--- src/rtl/demux_1x8_wb.sv ---
// Registered 1-to-8 demultiplexer: routes one word to channel {s2,s1,s0}, each
// channel owning a one-entry holding register with its own valid/ready pair.
module demux_1x8_wb #(
  parameter int N = 32
) (
  input  logic         clk,
  input  logic         rst,
  input  logic [N-1:0] in_data,
  input  logic         s0,
  input  logic         s1,
  input  logic         s2,
  input  logic         in_valid,
  output logic         in_ready,
  output logic [N-1:0] a,
  output logic [N-1:0] b,
  output logic [N-1:0] c,
  output logic [N-1:0] d,
  output logic [N-1:0] e,
  output logic [N-1:0] f,
  output logic [N-1:0] g,
  output logic [N-1:0] h,
  output logic [7:0]   out_valid,
  input  logic [7:0]   out_ready,
  output logic         busy
);

  logic [2:0]   idx;
  logic         accept;
  logic [N-1:0] chan_data [8];

  assign idx = {s2, s1, s0};

  // Only the selected channel's state gates acceptance; a full channel that is
  // draining this cycle can take a new word, giving 1 word/cycle per channel.
  assign in_ready = !rst && (!out_valid[idx] || out_ready[idx]);
  assign accept   = in_valid && in_ready;

  genvar gi;
  generate
    for (gi = 0; gi < 8; gi++) begin : ch_g
      logic [N-1:0] data_reg;
      logic         valid_reg;
      logic         wr;

      assign wr = accept && (idx == 3'(gi));

      always_ff @(posedge clk) begin
        if (rst) begin
          data_reg  <= '0;
          valid_reg <= 1'b0;
        end else if (wr) begin
          data_reg  <= in_data;
          valid_reg <= 1'b1;
        end else if (out_ready[gi]) begin
          valid_reg <= 1'b0;
        end
      end

      assign chan_data[gi] = data_reg;
      assign out_valid[gi] = valid_reg;
    end
  endgenerate

  assign a = chan_data[0];
  assign b = chan_data[1];
  assign c = chan_data[2];
  assign d = chan_data[3];
  assign e = chan_data[4];
  assign f = chan_data[5];
  assign g = chan_data[6];
  assign h = chan_data[7];

  assign busy = |out_valid;

endmodule

--- config.mk ---
export PLATFORM = sky130hd
export DESIGN_NAME = demux_1x8_wb
export DESIGN_NICKNAME = d
export VERILOG_FILES = /design/src/rtl/demux_1x8_wb.sv
export SDC_FILE = /design/constraint.sdc
export NUM_CORES = 1
export LEC_CHECK = 0
export BUFFER_PORTS_ARGS = -buffer_cell sky130_fd_sc_hd__buf_2
export CORE_MARGIN = 2
export CORE_UTILIZATION = 43
export DETAILED_ROUTE_END_ITERATION = 8
export GPL_TIMING_DRIVEN = 1
export PLACE_DENSITY = 0.74
export SETUP_SLACK_MARGIN = 0.2
export SLEW_MARGIN = 25
export SYNTH_ARGS = -nofsm -noshare
export SYNTH_HDL_FRONTEND = slang
export SYNTH_SLANG_ARGS = --single-unit
--- constraint.sdc ---
create_clock -name clk -period 1.5 [get_ports clk]
set_input_delay 0.3 -clock clk [delete_from_list [all_inputs] [get_ports clk]]
set_output_delay 0.3 -clock clk [all_outputs]
set_load 0.01 [all_outputs]
Yosys cells after proc, flatten, opt, wreduce, memory -nomap -nowiden --
Cells that the tools add are included.
Word-level totals: latch bits 0, logic and storage cells 67, ROM bits 0, register bits 264, memories 0, input bits 46, bits in writable memories 0
Operators by class: $mul 0, bitwise operators 0, reduce and logical (&&, ||, !) cells 23, $lt $le $gt $ge 1, mux-type cells 20, shift-type cells 0, equality and inequality tests 7, $add $sub $neg 0, div/mod/pow operators 0
Operator list (count):
- $mux W1 | 18
- $reduce_bool A2 Y1 | 8
- $eq A3 B3 Y1 const B | 4
- $logic_and A1 B1 Y1 | 10
- $reduce_or A8 Y1 | 1
- $bmux W1 S3 | 2
- $eq A3 B2 Y1 const B | 2
- $lt A3 B4 Y1 const B | 1
- $eq A3 B1 Y1 const B | 1
- $logic_not A3 Y1 | 1
- $logic_not A1 Y1 | 2
- $logic_or A1 B1 Y1 | 1

Longest topological paths before layout --
depth in word-level cells 8, gate-level depth with buffers 7

Worst setup path after synthesis --
OpenSTA, ideal clock, no wires.
path kind register to output, from register ch_g[7].valid_reg, to output in_ready, buffers on the path 1, arrival 1273 ps, stages on the path, launching flop included 5, setup slack -73 ps, cell sequence dfxtp_1 nor2b_1 clkbuf_1 mux4_2 o22ai_1
Between the ends: word-level cells in the longest chain between the ends 5
RTL lines:
- start: declaration | RTL line 42 | logic valid_reg;
- start signal: assignment | RTL line 50 | valid_reg <= 1'b0;
- start signal: assignment | RTL line 53 | valid_reg <= 1'b1;
- start signal: assignment | RTL line 55 | valid_reg <= 1'b0;
- $bmux W1 S3 | RTL line 35 | assign in_ready = !rst && (!out_valid[idx] || out_ready[idx]);
- $mux W1 (implied by the code) | RTL line 35
- $logic_not A1 Y1 | RTL line 35
- $logic_or A1 B1 Y1 | RTL line 35
- $logic_and A1 B1 Y1 | RTL line 35
- end: declaration | RTL line 13 | output logic in_ready,
Every way passes these cells. The select of a mux whose other input is x is not followed.

Worst setup path after layout --
from register ch_g[6].valid_reg, to output in_ready
Between the ends: word-level cells in the longest chain between the ends 5
RTL lines (RTL line):
- start: declaration | 42
- start signal: assignment | 50
- start signal: assignment | 53
- start signal: assignment | 55
- $bmux W1 S3 | 35
- $mux W1 (implied by the code) | 35
- $logic_not A1 Y1 | 35
- $logic_or A1 B1 Y1 | 35
- $logic_and A1 B1 Y1 | 35
Every way passes these cells. The select of a mux whose other input is x is not followed.

==> metrics.yaml <==
overflow: 0
hold_buffers: 0
cts.sinks: 264
wl_um: 45000
crit_chain: "nor2b_4, mux4_2, o22ai_2, buf_2"
drt_drc_violations_left: 0
drt_iter0_markers: 1802
gp_congestion: 0.843
die_area_um2: 27100
failed_checks: "negative setup slack"
start_util_pct: 44.0
power.clock.fraction_pct: 42.4
ys_ff_latch: 264
r2r-start: "ch_g[2].valid_reg$_SDFFE_PP0P_"
critical_path_class: "register to primary output"
clk_latency_ns: 0.54
min_period_over_period_pct: 137
power_frac_seq_pct: 47.7
layout-drive-gt1-share_pct: 47.6
irDropWorstVdd_v: 0.000715
setup_violations: 4
worst_pin_slew_ns: 0.717
root_buffer: "clkbuf_16"
worst-endpoint-arrival_ns: 1.76
yosysWarnings: 0
fp-row-count: 58
period_minus_slack_ns: 2.06
slowest_delay_ns: 0.46
fillerInstances: 1946
synth_top_area_cell: "dfxtp_1"
hold_viol_final: 0
r2r-end: "c[20]$_SDFFE_PP0P_"
viasPerCell: 6.46
worst_setup_path_end_kind: "primary output"
dieWidth_um: 165
reg2reg_depth: 3
numPortBuffers: 311
cts_tree: "yes"
dieHeight_um: 165
netSwitchingPower_mw: 3.87
nets: 1570
worst_slack_ns: -0.562
place_area_um2: 12800
layout_commonest_cell: "buf_6"
crit_start: "ch_g[6].valid_reg$_SDFFE_PP0P_"
grt_use_total_pct: 29.2
synthTopCellsByArea: "dfxtp_1 (48%), a21oi_1 (12%), o31ai_1 (8.7%)"
cp_max_fo: 2
powerDensity_nw_per_um2: 946
hpwl_um: 25900
grt_max_degree: 129
yosysTopAreaCellShare_pct: 47.6
slowest_stage: "mux4_2"
startpoint_type: "register"
p_leak_nw: 5.83
combPwrFrac_pct: 9.8
synth_cells: 1303
final_area_um2: 16000
outcome: "finished, violations left"
drt-pass1-iter-count: 6
wl_per_cell_um: 24.0
hold_class: "input port to register"
finClkSkew_ns: 0.0155
synth.distinct_cells: 31
cts_buffer_depth: 3
grt_pass1_wl_um: 62600
synth_nets: 1349
dp_cells: 1798
core_um2: 25300
ff2ff_setup_slack_ns: 0.02
grt_setup_unrepaired: "yes"
cts_buffers: 27
p_int_mw: 11.3
synth_seq_area_share_pct: 47.6
seqCellArea_um2: 5620
postSynthAreaPerCell_um2: 8.52
switching_share_pct: 25.5
io_pins: 312
cts_htree_levels: 1
p_total_mw: 15.2
synth_area_um2: 11100
antenna_found_initial: 2
max_clock_freq_mhz: 485
cap_violations: 0
layout_common_cells: "buf_6 (268), a21oi_1 (263), dfxtp_2 (261), nand3_1 (128), nand4_1 (128)"
vias: 12106
ant_nets: 0
multiInputGateArea_um2: 4880
maxSlewHeadroom_pct: 52.2
clk_pin_slew_ns: 0.06
first_global_vias: 10717
crit_required_ns: 1.20
cp-endpoint: "in_ready"
area_growth_syn_to_layout_pct: 44.4
maxSlewViolCount: 0
finalNonFillerCells: 1873
cell families after synthesis:
logic type             synth area share [%]
flip-flops                             47.6
multiplexers                          0.203
AND/OR/NAND/NOR                        15.8
buffers and inverters                  9.91
AO/OA/AOI/OAI                          26.5
metal layers:
layer  vias up  GRT usage (%)  routed length, um
met5         -              0                 13
met4         2           12.3               2260
met3       189           5.32               4610
met2       908           46.7              21400
met1      5744           39.0              16700
li1       5263              -                  -
power by group through the flow:
| stage | clock network [mW] | logic [mW] | registers [mW] |
|---|---|---|---|
| detailed placement | 0 | 1.26 | 7.35 |
| global route | 6.78 | 1.56 | 7.25 |
| finish | 6.44 | 1.49 | 7.24 |
| floorplan | 0 | 0.724 | 7.40 |
| CTS | 6.46 | 1.36 | 7.22 |
| global placement | 0 | 1.25 | 7.34 |
through the flow:
step | TNS, ns | util, % | hold slack (ns) | setup WS, ns
after global placement | -17.05 | 50.8 | 0.453 | -0.219
after global routing | -1.25 | 63.5 | 0.123 | -0.630
final | -1.03 | 63.5 | 0.121 | -0.562
after CTS | -1.08 | 59.1 | 0.111 | -0.599
after floorplan | -0.0330 | - | 0.489 | -0.0330
after detailed placement | -14.36 | 50.8 | 0.457 | -0.295
area by class of cell:
type,instances,area share [%]
timing repair buffer,405,26.7
sequential,264,35.1
clock buffer,41,4.92
multi-input combinational,826,30.4
antenna,2,0.0312
tap,330,2.58
clock inverter,5,0.219
repair_timing:
item	CTS	global route
pin swaps	2	2
cloned	2	2
resized for setup	396	179
endpoints found under the setup margin	294	412
buffers inserted	2	21
cells in the mapped netlist, drive strengths merged:
| cell | n |
|---|---|
| o22ai | 2 |
| nor2b | 10 |
| nand2b | 11 |
| dfxtp | 264 |
| nor2 | 6 |
| nor4b | 1 |
| o21ai | 128 |
| nor4 | 2 |
| a21oi | 264 |
| buf | 113 |
| and4bb | 1 |
| mux4 | 1 |
| nand4 | 128 |
| and3b | 1 |
| nand3 | 128 |
| and4b | 1 |
| or2 | 1 |
| nand3b | 1 |
| nand4b | 2 |
| nand2 | 2 |
| or4b | 1 |
| clkbuf | 102 |
| nand4bb | 2 |
| o211ai | 1 |
| o31ai | 128 |
| and2 | 1 |
| nor4bb | 1 |
worst max-delay path: cells and delay by family (launching register included):
family / cells / cell delay (ns)
flip-flops: 1 / 0.32
buffers and inverters: 1 / 0.17
AO/OA/AOI/OAI: 1 / 0.15
AND/OR/NAND/NOR: 1 / 0.13
multiplexers: 1 / 0.46
worst min-delay path by stage:
stage | start | to | slack, ns | depth (start not counted)
floorplan | e[10]$_SDFFE_PP0P_ | e[10]$_SDFFE_PP0P_ | 0.49 | 2
detailed placement | e[15]$_SDFFE_PP0P_ | e[15]$_SDFFE_PP0P_ | 0.46 | 2
global placement | e[17]$_SDFFE_PP0P_ | e[17]$_SDFFE_PP0P_ | 0.45 | 2
finish | in_data[3] | d[3]$_SDFFE_PP0P_ | 0.12 | 3
CTS | in_data[3] | c[3]$_SDFFE_PP0P_ | 0.11 | 3
global route | in_data[4] | h[4]$_SDFFE_PP0P_ | 0.12 | 3
(Power assumes the default switching activity.)
